## src/rtl/keypad_scan_ctrl.sv

```systemverilog
// Matrix keypad scanner: one-hot column drive, synchronised row sampling, scan-level
// press/release debounce, and a seven-segment readout of the last accepted key.
module keypad_scan_ctrl #(
  parameter int unsigned ROWS           = 4,
  parameter int unsigned COLS           = 4,
  parameter int unsigned SCAN_DIV       = 1000,
  parameter int unsigned DEBOUNCE_SCANS = 4,
  localparam int unsigned IdxW          = $clog2(ROWS * COLS)
) (
  input  logic            CLOCK_50,
  input  logic            RESET_N,
  output logic [COLS-1:0] COL,
  input  logic [ROWS-1:0] ROW,
  output logic [IdxW-1:0] key_index,
  output logic [3:0]      key_code,
  output logic            key_valid,
  output logic            key_held,
  output logic [6:0]      HEX0
);

  localparam int unsigned DivW = $clog2(SCAN_DIV);
  localparam int unsigned ColW = $clog2(COLS);
  localparam int unsigned RowW = $clog2(ROWS);
  localparam int unsigned CntW = $clog2(DEBOUNCE_SCANS + 1);

  typedef enum logic [1:0] {StIdle, StCand, StPressed, StRel} state_e;

  function automatic logic [3:0] keymap(input logic [IdxW-1:0] idx);
    logic [3:0] idx4;
    idx4 = 4'(idx);
    if (ROWS != 4 || COLS != 4) return idx4;
    case (idx4)
      4'd0:  return 4'h1;
      4'd1:  return 4'h2;
      4'd2:  return 4'h3;
      4'd3:  return 4'hA;
      4'd4:  return 4'h4;
      4'd5:  return 4'h5;
      4'd6:  return 4'h6;
      4'd7:  return 4'hB;
      4'd8:  return 4'h7;
      4'd9:  return 4'h8;
      4'd10: return 4'h9;
      4'd11: return 4'hC;
      4'd12: return 4'hE;
      4'd13: return 4'h0;
      4'd14: return 4'hF;
      4'd15: return 4'hD;
      default: return idx4;
    endcase
  endfunction

  // Active-low segments, bit order {g,f,e,d,c,b,a}.
  function automatic logic [6:0] hex7seg(input logic [3:0] code);
    case (code)
      4'h0: return 7'b1000000;
      4'h1: return 7'b1111001;
      4'h2: return 7'b0100100;
      4'h3: return 7'b0110000;
      4'h4: return 7'b0011001;
      4'h5: return 7'b0010010;
      4'h6: return 7'b0000010;
      4'h7: return 7'b1111000;
      4'h8: return 7'b0000000;
      4'h9: return 7'b0010000;
      4'hA: return 7'b0001000;
      4'hB: return 7'b0000011;
      4'hC: return 7'b1000110;
      4'hD: return 7'b0100001;
      4'hE: return 7'b0000110;
      4'hF: return 7'b0001110;
      default: return 7'h7F;
    endcase
  endfunction

  logic [ROWS-1:0] row_s1, row_s2;
  logic [DivW-1:0] div_cnt;
  logic [ColW-1:0] col_idx;
  logic [1:0]      hit_cnt;
  logic [IdxW-1:0] hit_idx;
  state_e          state;
  logic [IdxW-1:0] cand_idx;
  logic [CntW-1:0] deb_cnt;

  logic            slot_end, scan_end, scan_none, scan_single;
  logic [1:0]      col_hits, sum_cnt;
  logic [2:0]      sum_raw;
  logic [RowW-1:0] col_row;
  logic [IdxW-1:0] sum_idx;
  logic [3:0]      acc_code;
  logic [6:0]      acc_hex;
  logic [CntW-1:0] deb_next;

  assign slot_end    = (div_cnt == DivW'(SCAN_DIV - 1));
  assign scan_end    = slot_end && (col_idx == ColW'(COLS - 1));
  assign scan_none   = (sum_cnt == 2'd0);
  assign scan_single = (sum_cnt == 2'd1);

  // Hit count saturates at 2: anything beyond one closed switch is ghosting.
  always_comb begin
    col_hits = 2'd0;
    col_row  = '0;
    for (int unsigned r = 0; r < ROWS; r++) begin
      if (row_s2[r]) begin
        col_hits = (col_hits == 2'd0) ? 2'd1 : 2'd2;
        col_row  = RowW'(r);
      end
    end
    sum_raw  = {1'b0, hit_cnt} + {1'b0, col_hits};
    sum_cnt  = (sum_raw >= 3'd2) ? 2'd2 : sum_raw[1:0];
    sum_idx  = (col_hits != 2'd0) ? IdxW'(col_row * COLS + col_idx) : hit_idx;
    acc_code = keymap(sum_idx);
    acc_hex  = hex7seg(acc_code);
    deb_next = deb_cnt + 1'b1;
  end

  always_ff @(posedge CLOCK_50 or negedge RESET_N) begin
    if (!RESET_N) begin
      row_s1    <= '0;
      row_s2    <= '0;
      div_cnt   <= '0;
      col_idx   <= '0;
      COL       <= COLS'(1);
      hit_cnt   <= '0;
      hit_idx   <= '0;
      state     <= StIdle;
      cand_idx  <= '0;
      deb_cnt   <= '0;
      key_index <= '0;
      key_code  <= '0;
      key_valid <= 1'b0;
      key_held  <= 1'b0;
      HEX0      <= 7'h7F;
    end else begin
      row_s1    <= ROW;
      row_s2    <= row_s1;
      key_valid <= 1'b0;

      if (!slot_end) begin
        div_cnt <= div_cnt + 1'b1;
      end else begin
        div_cnt <= '0;
        COL     <= {COL[COLS-2:0], COL[COLS-1]};
        col_idx <= (col_idx == ColW'(COLS - 1)) ? '0 : col_idx + 1'b1;
        hit_cnt <= scan_end ? '0 : sum_cnt;
        hit_idx <= scan_end ? '0 : sum_idx;
      end

      if (scan_end) begin
        case (state)
          StIdle: begin
            if (scan_single) begin
              if (DEBOUNCE_SCANS == 1) begin
                state     <= StPressed;
                key_valid <= 1'b1;
                key_held  <= 1'b1;
                key_index <= sum_idx;
                key_code  <= acc_code;
                HEX0      <= acc_hex;
              end else begin
                state    <= StCand;
                cand_idx <= sum_idx;
                deb_cnt  <= CntW'(1);
              end
            end
          end
          StCand: begin
            if (scan_single && sum_idx == cand_idx) begin
              if (deb_next == CntW'(DEBOUNCE_SCANS)) begin
                state     <= StPressed;
                deb_cnt   <= '0;
                key_valid <= 1'b1;
                key_held  <= 1'b1;
                key_index <= sum_idx;
                key_code  <= acc_code;
                HEX0      <= acc_hex;
              end else begin
                deb_cnt <= deb_next;
              end
            end else if (scan_single) begin
              cand_idx <= sum_idx;
              deb_cnt  <= CntW'(1);
            end else begin
              state   <= StIdle;
              deb_cnt <= '0;
            end
          end
          StPressed: begin
            if (scan_none) begin
              if (DEBOUNCE_SCANS == 1) begin
                state    <= StIdle;
                key_held <= 1'b0;
              end else begin
                state   <= StRel;
                deb_cnt <= CntW'(1);
              end
            end
          end
          StRel: begin
            if (scan_none) begin
              if (deb_next == CntW'(DEBOUNCE_SCANS)) begin
                state    <= StIdle;
                deb_cnt  <= '0;
                key_held <= 1'b0;
              end else begin
                deb_cnt <= deb_next;
              end
            end else begin
              state   <= StPressed;
              deb_cnt <= '0;
            end
          end
          default: state <= StIdle;
        endcase
      end
    end
  end

endmodule

```

## config.mk

```make
export PLATFORM = sky130hd
export DESIGN_NAME = keypad_scan_ctrl
export DESIGN_NICKNAME = d
export VERILOG_FILES = /design/src/rtl/keypad_scan_ctrl.sv
export SDC_FILE = /design/constraint.sdc
export NUM_CORES = 1
export LEC_CHECK = 0
export CORE_MARGIN = 4
export CORE_UTILIZATION = 60
export CTS_BUF_LIST = sky130_fd_sc_hd__clkbuf_4 sky130_fd_sc_hd__clkbuf_8
export CTS_CLUSTER_DIAMETER = 100
export CTS_CLUSTER_SIZE = 25
export DETAILED_ROUTE_END_ITERATION = 10
export MAX_ROUTING_LAYER = met4
export PLACE_DENSITY_LB_ADDON = 0.1
export SKIP_LAST_GASP = 1
export SLEW_MARGIN = 20
export SYNTH_ARGS = -nofsm -noshare
export SYNTH_HDL_FRONTEND = slang
export SYNTH_SLANG_ARGS = --single-unit
```

## constraint.sdc

```tcl
create_clock -name CLOCK_50 -period 3.9 [get_ports CLOCK_50]
set_input_delay 0.585 -clock CLOCK_50 [delete_from_list [all_inputs] [get_ports CLOCK_50]]
set_output_delay 0.585 -clock CLOCK_50 [all_outputs]
set_load 0.01 [all_outputs]
```

; ---- Word level (Yosys, flattened, before mapping)
; Memory sizes are Yosys's and may differ from the RTL's. A register that Yosys moved wholly into a read port is not among the register bits.
; Cells that the tools add are included.
[word_totals]
ff_bits = 49
rom_bits = 176
inputBits = 6
out_inout_bits = 21
word_cells = 99
memories = 2
[memory_table]
columns = name, depth, word_bits, rd, rd_ports_with_merged_regs, write_ports, line
row1 = (name not given), 16, 7, 1, 1, 0, 55  ; case (code)
row2 = (name not given), 16, 4, 1, 0, 0, 32  ; case (idx4)
[classes]
n_addsub = 5
n_lt_le_gt_ge = 1
eq_ne = 18
muxes = 43
n_reduce_logical = 16
[op_table]
columns = cell, n
row1 = 2-bit 2-to-1 mux, 18
row2 = 4-bit 2-to-1 mux, 4
row3 = 3-bit 2-to-1 mux, 5
row4 = 2-bit inequality test (second input constant), 7
row5 = 3-bit one-hot mux with 4 select lines, 1
row6 = 6-bit AND reduction, 2
row7 = 1-bit 2-to-1 mux, 11
row8 = 10-bit by 1-bit adder with 10-bit output (second input constant), 1
row9 = 10-bit == test (second input constant), 1
row10 = 2-bit logical NOT, 5
row11 = 10-bit 2-to-1 mux, 1
row12 = 3-bit inequality test (second input constant), 3
row13 = 2-bit one-hot mux with 4 select lines, 1
row14 = 4-bit one-hot mux with 2 select lines, 1
row15 = 2-bit == test (second input constant), 3
row16 = 3-bit AND reduction, 2
row17 = 2-bit nonzero test, 3
row18 = 4-bit by 2-bit adder with 4-bit output, 1
row19 = 2-bit by 1-bit == test with 1-bit output (second input constant), 2
row20 = 4-bit == test, 1
row21 = 4-bit AND reduction, 1
row22 = 2-bit by 2-bit adder with 3-bit output, 1
row23 = 3-bit by 1-bit adder with 3-bit output (second input constant), 1
row24 = 3-bit == test (second input constant), 1
row25 = 5 further kinds, 6

; ---- Depth between registers and ports, before layout
[logic_depth]
ltp_word = 18
ltp_mapped = 15
ltp_nobuf = 15

; ---- Worst setup path before layout
; No wires, ideal clock.
[synth_timing]
kind = register to register
from = register row_s2[1]
to = register HEX0[3]
setup_ns = 0.082
arrival_ns = 3.026
t_required_ns = 3.818
slack_ns = 0.793
path_stages_with_launch = 14
path_buffers = 0
period_less_slack_ns = 3.107
path_cell_list = dfrtp_1 inv_1 ha_1 and4bb_2 a21oi_1 mux2i_1 ha_1 a211oi_1 a21oi_1 inv_1 ha_1 nand2_1 a21oi_1 o31a_1
[synth_between]
elab_cells_between_ends = 21
classes_between = 2 x add/sub / 1 x order compare / 2 x eq/ne / 10 x mux / 5 x reduce/logical / 1 x memory
[synth_rtl]
columns = item, line
row1 = start: declaration, 76  ; logic [ROWS-1:0] row_s1, row_s2;
row2 = start signal: assignment, 136  ; row_s2 <= row_s1;
row3 = 2-bit 2-to-1 mux, 104  ; if (row_s2[r]) begin
row4 = 2-bit logical NOT, 105  ; col_hits = (col_hits == 2'd0) ? 2'd1 : 2'd2;
row5 = 2-bit 2-to-1 mux, 105
row6 = 2-bit 2-to-1 mux, 104
row7 = 2-bit logical NOT, 105
row8 = 2-bit 2-to-1 mux, 105
row9 = 2-bit 2-to-1 mux, 104
row10 = 2-bit nonzero test, 111  ; sum_idx = (col_hits != 2'd0) ? IdxW'(col_row * COLS + col_idx) : hit_idx;
row11 = 4-bit 2-to-1 mux (*), 111
row12 = memory read 16 x 4 bit (*), n/a
row13 = via acc_code[1], 90  ; logic [3:0] acc_code;
row14 = end: declaration, 18  ; output logic [6:0] HEX0
; The timed path passes the listed nets; every way through them passes the cells marked *.
; A chain may end at the register's enable or synchronous reset.

; ---- Worst setup path in the final report
[layout_timing]
from = register row_s2[1]
to = register HEX0[3]
[layout_between]
elab_cells_between_ends = 21
classes_between = 2 x add/sub / 1 x order compare / 2 x eq/ne / 10 x mux / 5 x reduce/logical / 1 x memory
[layout_rtl]
columns = item, line
row1 = 2-bit 2-to-1 mux (*), 104
row2 = 2-bit logical NOT, 105
row3 = 2-bit 2-to-1 mux, 105
row4 = 2-bit 2-to-1 mux (*), 104
row5 = 2-bit logical NOT, 105
row6 = 2-bit 2-to-1 mux, 105
row7 = 2-bit 2-to-1 mux (*), 104
row8 = 2-bit nonzero test (*), 111
row9 = 4-bit 2-to-1 mux (*), 111
row10 = via sum_idx[0], 89  ; logic [IdxW-1:0] sum_idx;
row11 = memory read 16 x 4 bit (*), n/a
row12 = via acc_code[1], 90
; Marks and branches as above.

==> impl_metrics.json <==
{
  "portBuffers": 26,
  "max_freq_mhz": 280,
  "synth_warnings": 0,
  "status": "completed",
  "num_rows": 25,
  "cap_viol_max_count": 0,
  "critPathBufInv": 3,
  "grt_pass1_vias": 2226,
  "area_growth_pct": 12.4,
  "drive_above_1_share": 0.115,
  "dp_hpwl_um": 4370,
  "drc": 0,
  "setup_tns_ns": 0,
  "synth_seq_cells": 56,
  "cp_max_fo": 7,
  "skew_ns": 0.00878,
  "clock_sinks": 56,
  "grt_overflow": 0,
  "min_path_type": "primary input to asynchronous set/reset pin",
  "multiInputGateArea_um2": 1540,
  "antenna_found_initial": 0,
  "postCtsHoldBufs": 0,
  "syn_avg_cell_area_um2": 9.81,
  "synth.most_common_cell": "nand2_1",
  "post_cts_buffers": 0,
  "final_nets": 367,
  "cts_buffers": 5,
  "reg2reg_slack_ns": 0.33,
  "top_level_ports": 27,
  "h-tree-depth": 2,
  "pwr_density_cell_nw_per_um2": 293,
  "first_pass_iters": 4,
  "cp-end-kind": "flip-flop",
  "yosys-top-cells-area": "dfrtp_1 (39%), ha_1 (8.5%), dfstp_2 (6.8%), nand2_1 (6.6%), mux2_2 (2.9%)",
  "die_h_um": 79.7,
  "n_fill_cell": 381,
  "ys.flop_type": "dfrtp_1",
  "slew_viol_final": 0,
  "rr_endpoint": "HEX0[3]",
  "fin_crit_sh": 0.916,
  "ir_drop_v": 0.000212,
  "root_buffer": "clkbuf_8",
  "crit_type": "flip-flop to flip-flop",
  "syn-cell-area_um2": 3080,
  "drt_wl_total_um": 5770,
  "vias": 2274,
  "cp.required_ns": 4.15,
  "postRouteAntennaNets": 0,
  "path_clk_slew_ns": 0.10,
  "cp-start-kind": "flip-flop",
  "hold_viol_final": 0,
  "insertion_delay_ns": 0.31,
  "slowest_delay_ns": 0.45,
  "p_leak_nw": 1.60,
  "worstSetupStartpoint": "row_s2[1]",
  "cts_resized": 0,
  "stdcell_area_um2": 3460,
  "die-area_um2": 6350,
  "grt_usage": 0.208,
  "p_total_mw": 1.01,
  "fin_crit_ns": 3.57,
  "wl_per_cell_um": 14.2,
  "synth_edf_count": 0,
  "die_w_um": 79.7,
  "syn_inst": 314,
  "start_util": 0.636,
  "synthesis.nets": 342,
  "synth_top_area_frac": 0.390,
  "ff_latch_area_um2": 1410,
  "cp_data_arrival_time_ns": 3.82,
  "crit_slowest_cell": "mux2_2",
  "cts_tree": "built",
  "grt_start_max_net_pins": 37,
  "tightest_slew_ns": 0.811,
  "seq_area_frac_synth": 0.458,
  "r2r_cells": 14,
  "grt_pass1_wl_um": 10200,
  "insertedDiodeCount": 0,
  "postPlaceCellArea_um2": 3370,
  "slew-limit-headroom": 0.458,
  "setup_violations": 0,
  "cp.depth": 14,
  "core-area_um2": 4850,
  "vias_per_cell": 5.59,
  "crit_path_end": "HEX0[3]",
  "reg2reg_from": "row_s2[1]",
  "clockBufferDepth": 2,
  "async_reset_ff_frac": 1.00,
  "synth_common_cells": "nand2_1 (54), dfrtp_1 (48), nor2_1 (24), ha_1 (21), a21oi_1 (17)",
  "rsz0062_at_grt": "false",
  "crit_chain": "inv_1 > ha_1 > and4bb_2 > a21oi_1 > mux2_2 > inv_1 > ha_1 > a211oi_1 > a21oi_1 > inv_1 > ha_1 > nand2_1 > a21oi_1 > o31a_1",
  "drt-initial-drc-count": 98,
  "cp_top_family": "compound AO/OA/AOI/OAI gates",
  "synthDistinctLibCells": 55,
  "gp_congestion": 0.825,
  "synth_largest_area_cell": "dfrtp_1"
}
[cells in the final DEF, fill, tap and decap left out, types with 5 or more instances in the layout]
master           instances
clkbuf_8                 5
dfrtp_1                 48
o31ai_1                  7
dfstp_2                  8
inv_1                   14
clkdlybuf4s50_1         25
a31oi_1                  5
xnor2_1                  5
mux2_2                   8
o21ai_0                 14
xor2_1                   8
ha_1                    21
a21oi_1                 17
nand3_1                  7
nand2_1                 54
nor2_1                  24
nor3_1                   6
[worst min-delay path by stage]
stage,from,endpoint,slack [ns],cells past startpoint
2_1_floorplan,RESET_N,COL[1],0.29,0
3_3_place_gp,row_s1[2],row_s2[2],0.34,0
3_5_place_dp,row_s1[2],row_s2[2],0.34,0
4_1_cts,row_s1[1],row_s2[1],0.36,0
5_1_grt,row_s1[0],row_s2[0],0.37,0
6_report,RESET_N,row_s2[2],0.35,1
[routing by layer]
layer / wire length, um / GRT usage
met1: 2810 / 0.272
met5: 0 / -
met2: 2710 / 0.331
met4: 70 / 0.0619
met3: 181 / 0.0418
[final cells by class]
type | count | share of cell area
Clock inverter | 3 | 0.00614
Tap cell | 67 | 0.0242
Sequential cell | 56 | 0.407
Clock buffer | 5 | 0.0199
Timing Repair Buffer | 30 | 0.0823
Multi-Input combinational cell | 232 | 0.445
Inverter | 14 | 0.0152
[state kept, by name, indices dropped and copies added, names as in the netlist]
signal	count
COL	4
HEX0	7
cand_idx	4
col_idx	2
deb_cnt	3
div_cnt	10
hit_cnt	2
hit_idx	4
key_code	4
key_held	1
key_index	4
key_valid	1
row_s1	4
row_s2	4
state	2
[through the flow]
| step | cells | hold WS, ns | setup WS, ns | utilization |
|---|---|---|---|---|
| after detailed placement | 399 | 0.338 | 0.359 | 0.696 |
| after CTS | 407 | 0.364 | 0.334 | 0.715 |
| after floorplan | 314 | 0.289 | 0.793 | - |
| final | 407 | 0.346 | 0.328 | 0.715 |
| after global placement | 399 | 0.336 | 0.544 | 0.696 |
| after global routing | 407 | 0.372 | 0.0397 | 0.715 |
[power by group]
part	leakage, nW	internal (mW)	switching [mW]
clock network	0.0445	0.128	0.189
logic	0.835	0.0389	0.0709
registers	0.720	0.585	0.00375
total	1.60	0.752	0.263
[cell families (layout without fill, tap and decap cells)]
family	after synthesis	in the layout	synth area share
xor+xnor	13	13	0.0369
mux	12	12	0.0422
compound gates	73	73	0.161
buf+inv	26	52	0.0418
flops	56	56	0.458
fa+ha+maj	22	22	0.0918
simple gates	112	112	0.168
Power figures use the tool's default switching activity.
